<file path="src/rtl/tlul_pkg.sv">
`default_nettype none
// ============================================================================
// Module   : tlul_pkg
// Brief    : TL-UL widths, opcodes and channel structs shared by the PHY CSR
//            host and its device port.
// Revision : 1.0 - initial release
// ============================================================================
package tlul_pkg;

   localparam int TL_AW  = 32;
   localparam int TL_DW  = 32;
   localparam int TL_AIW = 8;
   localparam int TL_DIW = 1;
   localparam int TL_AUW = 16;
   localparam int TL_DUW = 4;
   localparam int TL_DBW = TL_DW / 8;
   localparam int TL_SZW = 2;

   typedef enum logic [2:0] {
      PutFullData    = 3'h0,
      PutPartialData = 3'h1,
      Get            = 3'h4
   } tl_a_op_e;

   typedef enum logic [2:0] {
      AccessAck     = 3'h0,
      AccessAckData = 3'h1
   } tl_d_op_e;

   localparam logic [TL_AUW-1:0] TL_A_USER_DEFAULT = '0;

   typedef struct packed {
      logic                a_valid;
      tl_a_op_e            a_opcode;
      logic [2:0]          a_param;
      logic [TL_SZW-1:0]   a_size;
      logic [TL_AIW-1:0]   a_source;
      logic [TL_AW-1:0]    a_address;
      logic [TL_DBW-1:0]   a_mask;
      logic [TL_DW-1:0]    a_data;
      logic [TL_AUW-1:0]   a_user;
      logic                d_ready;
   } tl_h2d_t;

   typedef struct packed {
      logic                d_valid;
      tl_d_op_e            d_opcode;
      logic [2:0]          d_param;
      logic [TL_SZW-1:0]   d_size;
      logic [TL_AIW-1:0]   d_source;
      logic [TL_DIW-1:0]   d_sink;
      logic [TL_DW-1:0]    d_data;
      logic [TL_DUW-1:0]   d_user;
      logic                d_error;
      logic                a_ready;
   } tl_d2h_t;

endpackage
`default_nettype wire

</file>
<file path="src/rtl/phy_csr_tl_host.sv">
`default_nettype none
// ============================================================================
// Module   : phy_csr_tl_host
// Brief    : Single-outstanding TL-UL host turning req/gnt/rvalid word
//            accesses into Get/PutFullData/PutPartialData for the PHY CSR
//            device port. Optional macro PHY_CSR_HOST_TIMEOUT_EN adds a
//            watchdog that force-completes with an error after
//            TIMEOUT_CYCLES cycles spent in ADDR+RESP.
// Revision : 1.0 - initial release
// ============================================================================
module phy_csr_tl_host
   import tlul_pkg::*;
#(
   parameter int unsigned        TIMEOUT_CYCLES = 1024,
   parameter logic [TL_AIW-1:0]  SRC_INIT       = '0
) (
   input  logic                clk_i,
   input  logic                rst_ni,
   input  logic                req_i,
   input  logic                we_i,
   input  logic [TL_AW-1:0]    addr_i,
   input  logic [TL_DW-1:0]    wdata_i,
   input  logic [TL_DBW-1:0]   be_i,
   output logic                gnt_o,
   output logic                rvalid_o,
   output logic [TL_DW-1:0]    rdata_o,
   output logic                err_o,
   output logic                busy_o,
   output tl_h2d_t             tl_o,
   input  tl_d2h_t             tl_i
);

   localparam logic [1:0] c_IDLE = 2'd0;
   localparam logic [1:0] c_ADDR = 2'd1;
   localparam logic [1:0] c_RESP = 2'd2;
   localparam logic [1:0] c_DONE = 2'd3;

   localparam logic [TL_SZW-1:0] c_SIZE = TL_SZW'($clog2(TL_DBW));

   logic [1:0]          r_state;
   logic                r_we;
   logic [TL_AW-1:0]    r_addr;
   logic [TL_DW-1:0]    r_wdata;
   logic [TL_DBW-1:0]   r_be;
   logic [TL_AIW-1:0]   r_src;
   logic [TL_AIW-1:0]   r_tag;
   logic [TL_DW-1:0]    r_rdata;
   logic                r_err;

   logic                w_aligned;
   logic                w_a_hs;
   logic                w_d_hs;
   logic                w_rsp_err;
   logic                w_tmo;

   assign w_aligned = (addr_i[1:0] == 2'b00);
   assign w_a_hs    = (r_state == c_ADDR) && tl_i.a_ready;
   assign w_d_hs    = (r_state == c_RESP) && tl_i.d_valid;

   // A response is bad if flagged by the device, tagged for someone else,
   // or of the wrong class for the request (data for reads, plain ack for writes).
   assign w_rsp_err = tl_i.d_error
                    | (tl_i.d_source != r_tag)
                    | (r_we ? (tl_i.d_opcode != AccessAck) : (tl_i.d_opcode != AccessAckData));

`ifdef PHY_CSR_HOST_TIMEOUT_EN
   logic [15:0] r_tmo_cnt;

   assign w_tmo = (r_tmo_cnt == 16'(TIMEOUT_CYCLES - 1));

   // Watchdog: cleared while idle, counts every cycle spent waiting in ADDR/RESP.
   always_ff @(posedge clk_i or negedge rst_ni) begin
      if (!rst_ni) begin
         r_tmo_cnt <= 16'd0;
      end else if (r_state == c_IDLE) begin
         r_tmo_cnt <= 16'd0;
      end else if ((r_state == c_ADDR) || (r_state == c_RESP)) begin
         r_tmo_cnt <= r_tmo_cnt + 16'd1;
      end
   end
`else
   localparam int unsigned c_unused_timeout = TIMEOUT_CYCLES;
   assign w_tmo = 1'b0;
`endif

   // Main access FSM: latch request, drive A, wait for D, present one-cycle completion.
   always_ff @(posedge clk_i or negedge rst_ni) begin
      if (!rst_ni) begin
         r_state <= c_IDLE;
         r_we    <= 1'b0;
         r_addr  <= '0;
         r_wdata <= '0;
         r_be    <= '0;
         r_src   <= SRC_INIT;
         r_tag   <= SRC_INIT;
         r_rdata <= '0;
         r_err   <= 1'b0;
      end else begin
         case (r_state)
            c_IDLE: begin
               if (req_i) begin
                  r_we    <= we_i;
                  r_addr  <= addr_i;
                  r_wdata <= wdata_i;
                  r_be    <= be_i;
                  if (w_aligned) begin
                     r_state <= c_ADDR;
                  end else begin
                     // Misaligned: refuse without touching the bus.
                     r_err   <= 1'b1;
                     r_state <= c_DONE;
                  end
               end
            end
            c_ADDR: begin
               if (w_a_hs) begin
                  r_tag   <= r_src;
                  r_src   <= r_src + TL_AIW'(1);
                  r_state <= c_RESP;
               end else if (w_tmo) begin
                  r_err   <= 1'b1;
                  r_state <= c_DONE;
               end
            end
            c_RESP: begin
               if (w_d_hs) begin
                  if (!r_we) begin
                     r_rdata <= tl_i.d_data;
                  end
                  r_err   <= w_rsp_err;
                  r_state <= c_DONE;
               end else if (w_tmo) begin
                  r_err   <= 1'b1;
                  r_state <= c_DONE;
               end
            end
            default: begin
               r_state <= c_IDLE;
            end
         endcase
      end
   end

   // A channel is driven from the latched request so fields stay stable under back-pressure.
   always_comb begin
      tl_o           = '0;
      tl_o.a_valid   = (r_state == c_ADDR);
      tl_o.a_opcode  = r_we ? ((&r_be) ? PutFullData : PutPartialData) : Get;
      tl_o.a_param   = 3'd0;
      tl_o.a_size    = c_SIZE;
      tl_o.a_source  = r_src;
      tl_o.a_address = r_addr;
      tl_o.a_mask    = r_we ? r_be : {TL_DBW{1'b1}};
      tl_o.a_data    = r_wdata;
      tl_o.a_user    = TL_A_USER_DEFAULT;
      tl_o.d_ready   = 1'b1;
   end

   assign gnt_o    = ((r_state == c_IDLE) && req_i && !w_aligned) || w_a_hs;
   assign rvalid_o = (r_state == c_DONE);
   assign rdata_o  = r_rdata;
   assign err_o    = r_err;
   assign busy_o   = (r_state != c_IDLE);

   logic unused_tl;
   assign unused_tl = ^{tl_i.d_param, tl_i.d_size, tl_i.d_sink, tl_i.d_user};

endmodule
`default_nettype wire

</file>
<file path="config.mk">
export PLATFORM = sky130hd
export DESIGN_NAME = phy_csr_tl_host
export DESIGN_NICKNAME = d
export VERILOG_FILES = /design/src/rtl/tlul_pkg.sv /design/src/rtl/phy_csr_tl_host.sv
export SDC_FILE = /design/constraint.sdc
export NUM_CORES = 1
export LEC_CHECK = 0
export BUFFER_PORTS_ARGS = -buffer_cell sky130_fd_sc_hd__buf_2
export CORE_ASPECT_RATIO = 1.25
export CORE_MARGIN = 4
export CORE_UTILIZATION = 48
export CTS_CLUSTER_SIZE = 20
export DETAILED_ROUTE_END_ITERATION = 8
export PLACE_DENSITY = 0.85
export SETUP_SLACK_MARGIN = 0.1
export SLEW_MARGIN = 25
export SYNTH_ARGS = -nofsm -noshare
export SYNTH_HDL_FRONTEND = slang
export SYNTH_SLANG_ARGS = --single-unit
</file>
<file path="constraint.sdc">
create_clock -name clk_i -period 2.55 [get_ports clk_i]
set_input_delay 0 -clock clk_i [delete_from_list [all_inputs] [get_ports clk_i]]
set_output_delay 0 -clock clk_i [all_outputs]
set_load 0.05 [all_outputs]
</file>
### Yosys cells after proc, flatten, opt, wreduce, memory -nomap -nowiden

Cells that the tools add are included.

| word-level totals | value |
|---|---|
| flip-flop bits (word level) | 120 |
| bits of input ports | 128 |
| output and inout bits | 138 |
| logic and storage cells | 52 |

| cells by class | value |
|---|---|
| $add $sub $neg | 1 |
| equality and inequality tests | 9 |
| mux-type cells | 13 |
| bitwise operators | 3 |
| reductions and logical operators | 17 |

Operators with widths:

| cell | number |
|---|---|
| 8-bit by 1-bit adder with 8-bit output (second input constant) | 1 |
| 2-bit 2-to-1 mux | 4 |
| 8-bit inequality test | 1 |
| 4-bit AND reduction | 2 |
| 2-bit inequality test (second input constant) | 3 |
| 2-bit case mux with 3 select lines | 1 |
| 3-bit AND reduction | 2 |
| 1-bit 2-to-1 mux | 5 |
| 2-bit == test (second input constant) | 2 |
| 1-bit logical AND | 4 |
| 2-bit logical NOT | 2 |
| 4-bit 2-to-1 mux | 1 |
| 2-bit AND reduction | 2 |
| 2-bit nonzero test | 2 |
| 3-bit 2-to-1 mux | 1 |
| 3-bit by 1-bit inequality test with 1-bit output (second input constant) | 1 |
| 3-bit nonzero test | 1 |
| 2-bit by 1-bit == test with 1-bit output (second input constant) | 1 |
| 2-bit by 1-bit inequality test with 1-bit output (second input constant) | 1 |
| 1-bit bitwise OR | 2 |
| 1-bit case mux with 2 select lines | 1 |
| 1-bit logical NOT | 1 |
| 1-bit logical OR | 1 |
| 1-bit inverter | 1 |

### Longest topological paths before layout

Gate-level depths: netlist (run 1).

| logic depth | value |
|---|---|
| word-level depth | 5 |
| gate-level depth with buffers | 6 |
| gate-level depth less buffers | 6 |

### Worst setup path after synthesis (run 1)

OpenSTA, ideal clock, no wires.

| timing | value |
|---|---|
| path kind | reg2out |
| start | register r_state[0] |
| end | output port gnt_o |
| arrival time | 2.115 ns |
| data required time | 2.550 ns |
| slack | 0.435 ns |
| cell stages (with the launch flop) | 6 |
| path buffers | 1 |
| path through | dfrtp_1 inv_1 ha_1 nand2_1 buf_2 o21ai_0 |

| on the way | value |
|---|---|
| cells in the longest elaborated chain, start to end | 4 |
| elaborated cells on any way between the ends | 6 |
| classes of those cells | eq/ne: 1; reduce/logical: 5 |

RTL lines:

| element | line | RTL |
|---|---|---|
| start: declaration | phy_csr_tl_host.sv:40 | `logic [1:0] r_state;` |
| start signal: assignment | phy_csr_tl_host.sv:89 | `r_state <= c_IDLE;` |
| start signal: assignment | phy_csr_tl_host.sv:107 | `r_state <= c_ADDR;` |
| start signal: assignment | phy_csr_tl_host.sv:111 | `r_state <= c_DONE;` |
| 2-bit logical NOT | phy_csr_tl_host.sv:159 | `assign gnt_o = ((r_state == c_IDLE) && req_i && !w_aligned) \|\| w_a_hs;` |
| 1-bit logical AND (2 in a row) | phy_csr_tl_host.sv:159 |  |
| 1-bit logical OR * | phy_csr_tl_host.sv:159 |  |
| end: declaration | phy_csr_tl_host.sv:24 | `output logic gnt_o,` |

Mark *: on every way between the ends. The rest lies on a longest branch, timed or not.

### Worst setup path in the final report (run 1)

| timing | value |
|---|---|
| start | register r_state[1] |
| end | output port gnt_o |

Same word-level chain as after synthesis.

==> summary.txt, run 1 <==
Run status
  • Status: completed

Timing
  • Fin. max-slew vios: 0
  • RSZ-0062 raised after global routing: no
  • Worst setup margin: 302 ps
  • Final setup vio count: 0
  • Top achievable clock speed: 445 MHz
  • Hold Vio Cnt, Final: 0
  • TNS Setup: 0 ps
  • Clock Skews: 8.79 ps
  • WHS: 22.9 ps
  • Final period util: 88.2%
  • Fin crit period: 2250 ps

Synthesis
  • Top-count cell post-synth: dfrtp_1
  • Cells after Synth: 327
  • Synthesized area per cell: 15.0 sq um
  • Cell variety after synth: 26
  • Yosys top cell area share: 61.1%
  • Post-synthesis register bit count: 120
  • Post-synthesis instance area: 0.00491 sq mm
  • Synth area leaders: dfrtp_1, mux2_2, buf_4
  • Synthesis Warnings: 0
  • Async S/R FF share, synth: 100%
  • Most common library cells after synthesis: dfrtp_1, mux2_2, buf_4
  • Number of enable flip-flop cells after synthesis: 0
  • Synth area leader: dfrtp_1
  • Top FF cell, synth: dfrtp_1
  • Seq/Total Area, Yosys: 61.1%

Clock tree
  • CTS Root Cell: clkbuf_16
  • CTS tree: built
  • Post-CTS Repair Setup Buffers: 0
  • Post-CTS resize count: 0
  • Num Clock Sinks: 120
  • CTS Buffer Depth: 2
  • Clock-pin slew of the registers on the worst-case setup and hold paths: 50 ps
  • TritonCTS Buffers: 17
  • Clock latency on the worst-skew pair: 400 ps
  • H-tree Lvls: 4

Flow run
  • Max-Cap Viols: 0

Critical path
  • Required time worst endpoint: 2550 ps
  • R2r setup slk: 650 ps
  • Crit path launch type: register
  • Crit path DAT: 2250 ps
  • Reg2Reg Depth: 5
  • Crit. End Element: output port
  • CP Class: reg -> out
  • CP max FO: 63

Layout
  • Final Util: 77.1%
  • Layout cells sized above 1: 55.3%
  • Synth-to-layout area growth: 57.8%
  • Fin nets: 805
  • Fillers: 606

Pwr
  • Register share of total power: 28.5%
  • P per Cell Area: 1550 mW/mm^2
  • Sw Share: 49.2%
  • P_leak: 3.83 nW
  • Clock share of power: 19.3%
  • Total Power: 12.0 mW
  • Internal: 6.09 mW
  • Sw Pwr: 5.91 mW
  • Peak supply drop: 0.000960 V
  • Comb power frac: 52.2%

Detailed routing
  • Final routed DRC violation total: 0
  • Routed via count: 3970
  • 1st-pass router iterations: 4
  • Drt total wl: 14.8 mm
  • Vias per cell: 4.87
  • Post-route ant nets: 0
  • Routed wire per std cell: 18.2 um
  • Iter 0 DRT Violations: 156

GRT
  • Vias in the first global route: 4591
  • Largest net degree at the start of global routing: 64
  • Antenna violations before repair: 1
  • Aggregate global-route resource usage: 25.4%
  • First-pass GRT wire length: 23.3 mm
  • Total global routing overflow: 0

Floorplan
  • Core box area: 0.0101 sq mm
  • Starting Density: 48.8%
  • Die area: 0.0119 sq mm
  • Die height: 121 um
  • Num rows: 41
  • Die Wd: 98.5 um
  • IO Pins: 266

Place
  • IO Port Bufs: 232
  • HPWL after detailed placement: 8.91 mm
  • Place WS: 677 ps
  • RD Place Congestion: 0.849

Min path
  • Hold Crit Depth: 4
  • Worst hold-check path type: in -> reg
registers in the layout (all words and copies together), names as in the netlist:
signal,flops
r_src,8
r_wdata,32
rdata_o,32
r_we,1
r_be,4
r_tag,8
r_state,2
err_o,1
r_addr,32
path summary, 6_finish.rpt:
kind | to | start
setup / recovery | gnt_o | r_state[1]
hold / removal | err_o | tl_i[54]
setup reg to reg | r_wdata[7] | r_state[0]
hold reg to reg | r_src[7] | r_src[7]
max in group asynchronous | r_wdata[21] | rst_ni
min in group asynchronous | err_o | rst_ni
through the flow:
stage          cells  instance area [sq um]
2_1_floorplan    348                   4990
3_3_place_gp     680                   6140
3_5_place_dp     680                   6140
4_1_cts          814                   7750
5_1_grt          815                   7750
6_report         815                   7750
cell families after synthesis:
| logic type | after synthesis | share of synthesized area (%) |
|---|---|---|
| muxes | 110 | 25.2 |
| and+or+nand+nor | 26 | 2.93 |
| other | 2 | 0.153 |
| adders and majority gates | 5 | 1.27 |
| DFF | 120 | 61.1 |
| buffers and inverters | 39 | 5.15 |
| xor gates and xnor gates | 16 | 2.85 |
| AOI/OAI and AO/OA | 9 | 1.27 |
power groups by stage:
stage | logic (mW) | registers (mW) | clock network, mW
after floorplan | 1.80 | 6.18 | 0
after global placement | 5.95 | 3.30 | 0
after detailed placement | 6.07 | 3.38 | 0
after CTS | 6.20 | 3.36 | 2.34
after global routing | 6.50 | 3.51 | 2.46
final | 6.25 | 3.42 | 2.32
cell type report:
| cell class | count | area, sq um | area share, % |
|---|---|---|---|
| timing repair buffer | 338 | 2240 | 28.9 |
| antenna | 1 | 2.50 | 0.0323 |
| inverter | 6 | 22.5 | 0.291 |
| clock buffer | 20 | 457 | 5.89 |
| clock inverter | 12 | 126 | 1.63 |
| multi-input combinational | 189 | 1740 | 22.4 |
| sequential | 120 | 3000 | 38.8 |
| tap | 129 | 161 | 2.08 |
critical path, cell delays in order (launching register included):
cell     delay, ps
dfrtp_1        400
inv_1          100
ha_1           270
nand2_2        220
buf_12         260
o21ai_0        230
buf_2          300
metal layers:
metal | routed length [um] | global-route usage (%) | part of all wire, %
met5 | 0 | 0 | 0
met4 | 590 | 12.0 | 4.0
met3 | 1010 | 8.57 | 6.8
met2 | 8310 | 47.9 | 56
met1 | 4940 | 24.5 | 33
placed cells by master (no fill, tap or decap), types with 5 or more instances in the layout:
cell type / synthesis / layout
clkbuf_16: 0 / 17
inv_1: 6 / 6
buf_2: 7 / 231
clkinvlp_4: 0 / 5
nor2_1: 5 / 5
ha_1: 5 / 5
xnor2_1: 14 / 14
dfrtp_1: 120 / 120
mux2_2: 110 / 110
dlygate4sd3_1: 0 / 102
conb_1: 2 / 23
repair_timing:
action | in CTS | in global routing
hold buffers | 102 | 0
hold endpoints to repair | 137 | 0
setup endpoints to repair | 0 | 0
(Power assumes the default switching activity.)
==> inputs of run 2 (changes only) <==
==> constraint.sdc (replaced) <==
create_clock -name clk_i -period 2.9 [get_ports clk_i]
set_input_delay 0 -clock clk_i [delete_from_list [all_inputs] [get_ports clk_i]]
set_output_delay 0 -clock clk_i [all_outputs]
set_load 0.05 [all_outputs]
==> run 2 against run 1 <==
Critical path depth unchanged; non-clock buffer count unchanged; die area unchanged; combinational power decreased by 12%; register-to-register slack improved by 360 ps; sequential power decreased by 13%.
==> summary.txt, run 2 (synthesized netlist as in run 1, its figures left out) <==
Floorplan
  • Core box area: 0.0101 sq mm (unchanged)
  • Die height: 121 um (unchanged)
  • Die area: 0.0119 sq mm (unchanged)
  • Num rows: 41 (unchanged)
  • IO Pins: 266 (unchanged)
  • Starting Density: 48.8% (unchanged)
  • Die Wd: 98.5 um (unchanged)

Layout
  • Fin nets: 805 (unchanged)
  • Layout cells sized above 1: 54.9% (was 55.3%)
  • Antenna diodes: 0 (was 1)
  • Synth-to-layout area growth: 57.6% (was 57.8%)
  • Final Instance Area: 0.00774 sq mm (was 0.00775 sq mm)
  • Fillers: 572 (was 606)
  • Most frequent cells in the layout: buf_2, dfrtp_1, mux2_2 (unchanged)
  • Commonest non-fill, non-tap cell in the layout: buf_2 (unchanged)
  • Finished Layout Cells: 814 (was 815)
  • Final Util: 77.0% (was 77.1%)

Critical path
  • Slowest stage delay, CP: 480 ps (was 400 ps)
  • Crit path launch type: register (unchanged)
  • CP cell instances: inv_1 > ha_1 > nand2_2 > buf_4 > o21ai_0 > buf_2 (was inv_1 > ha_1 > nand2_2 > buf_12 > o21ai_0 > buf_2)
  • CP max FO: 48 (was 63)
  • Slowest stage cell, crit path: buf_4 (was dfrtp_1)
  • Crit. End Element: output port (unchanged)
  • CP Class: reg -> out (unchanged)
  • Crit path DAT: 2130 ps (was 2250 ps)
  • RR Startpoint: r_state[0] (unchanged)
  • Critical path origin: r_state[0] (was r_state[1])
  • Required time worst endpoint: 2900 ps (was 2550 ps)

Timing
  • Hold Vio Cnt, Final: 0 (unchanged)
  • WHS: 12.0 ps (was 22.9 ps)
  • Worst setup margin: 768 ps (was 302 ps)
  • Final setup vio count: 0 (unchanged)
  • Clock Skews: 7.85 ps (was 8.79 ps)
  • RSZ-0062 raised after global routing: no (unchanged)
  • Fin. max-slew vios: 0 (unchanged)
  • TNS Setup: 0 ps (unchanged)
  • Worst-Margin Slew: 601 ps
  • Final period util: 73.5%
  • Rel. slew slack: 60.0%
  • Top achievable clock speed: 469 MHz
  • Fin crit period: 2130 ps

Pwr
  • Total Power: 10.5 mW (was 12.0 mW)
  • P_leak: 3.84 nW (was 3.83 nW)
  • P per Cell Area: 1360 mW/mm^2 (was 1550 mW/mm^2)
  • Peak supply drop: 0.000845 V (was 0.000960 V)

Place
  • Place WS: 1020 ps (was 677 ps)
  • IO Port Bufs: 232 (unchanged)
  • Placed instance count: 680 (unchanged)
  • RD Place Congestion: 0.874 (was 0.849)
  • HPWL after detailed placement: 8.81 mm (was 8.91 mm)
  • DP Area: 0.00613 sq mm (was 0.00614 sq mm)

Flow run
  • Max-Cap Viols: 0 (unchanged)

Clock tree
  • CTS Buffer Depth: 2 (unchanged)
  • H-tree Lvls: 4 (unchanged)
  • CTS Root Cell: clkbuf_16 (unchanged)
  • Post-CTS Repair Setup Buffers: 0 (unchanged)
  • CTS tree: built (unchanged)
  • TritonCTS Buffers: 17 (unchanged)
  • Num Clock Sinks: 120 (unchanged)
  • Clock-pin slew of the registers on the worst-case setup and hold paths: 50 ps (about the same)
  • Clock latency on the worst-skew pair: 400 ps (about the same)

Detailed routing
  • Post-route ant nets: 0 (unchanged)
  • Vias per cell: 4.83 (was 4.87)
  • Routed wire per std cell: 17.5 um (was 18.2 um)
  • Routed via count: 3934 (was 3970)
  • Drt total wl: 14.2 mm (was 14.8 mm)
  • Iter 0 DRT Violations: 134 (was 156)
  • Final routed DRC violation total: 0 (unchanged)
  • 1st-pass router iterations: 4 (unchanged)

Min path
  • Hold wc startpoint: tl_i[54] (unchanged)
  • Worst hold-check path type: in -> reg (unchanged)

GRT
  • Total global routing overflow: 0 (unchanged)
  • Antenna violations before repair: 0 (was 1)
  • Aggregate global-route resource usage: 24.5% (was 25.4%)
  • Vias in the first global route: 4467 (was 4591)
  • First-pass GRT wire length: 22.6 mm (was 23.3 mm)
  • Largest net degree at the start of global routing: 98 (was 64)

Run status
  • Status: completed (unchanged)
==> run 2: changes by cell type in the layout (fill, tap and decap cells not counted) <==
cell	delta
diode_2	-1
clkinv_4	-1
bufinv_16	+1
buf_12	-1
clkbuf_1	+3
clkinvlp_4	-4
clkinv_2	+1
buf_4	+1
==> run 2: worst paths after layout <==
check / to / slack [ps] / cells after the start
worst max register to register: r_addr[14] / 1010 / 5
min in group asynchronous: r_tag[6] / 50 / 2
worst min register to register: r_addr[11] / 500 / 1
worst max-delay path: gnt_o / 770 / 6
max in group asynchronous: rdata_o[10] / 2040 / 3
worst min-delay path: err_o / 10 / 4
==> run 2: final cells by class <==
cell class | count | area, sq um | share of cell area (%)
multi-input cells | 189 | 1740 | 22.4
repair buffers | 338 | 2230 | 28.8
well taps | 129 | 161 | 2.09
clock buffers | 23 | 468 | 6.04
inverters | 6 | 22.5 | 0.291
clock inverters | 9 | 123 | 1.58
flip-flops and latches | 120 | 3000 | 38.8
==> run 2: layer usage <==
metal  vias up  wire length [um]  GRT usage (%)  share of wire [%]
met5         -                 0              0                  0
met4         0               448           10.1                3.1
met3        34              1030           7.76                7.2
met2       198              7940           45.5                 56
met1      1913              4830           25.0                 34
li1       1789                 -              -                  -
==> run 2: repair_timing <==
item	4_1_cts	5_1_grt
gates resized for setup	0	0
endpoints found under the hold margin	221	0
hold buffers	102	0
==> run 2: critical path: cells and delay by family, from the launching register on <==
kind	cells	cell delay (ps)
fa+ha+maj	1	260
buf+inv	3	810
compound gates	1	160
simple gates	1	110
flops	1	380
==> run 2: report_power, final <==
group	internal, mW	total, mW	leakage, nW	switching [mW]
clock	1.39	2.08	0.291	0.694
combinational	1.55	5.48	2.10	3.92
sequential	2.49	2.99	1.44	0.498
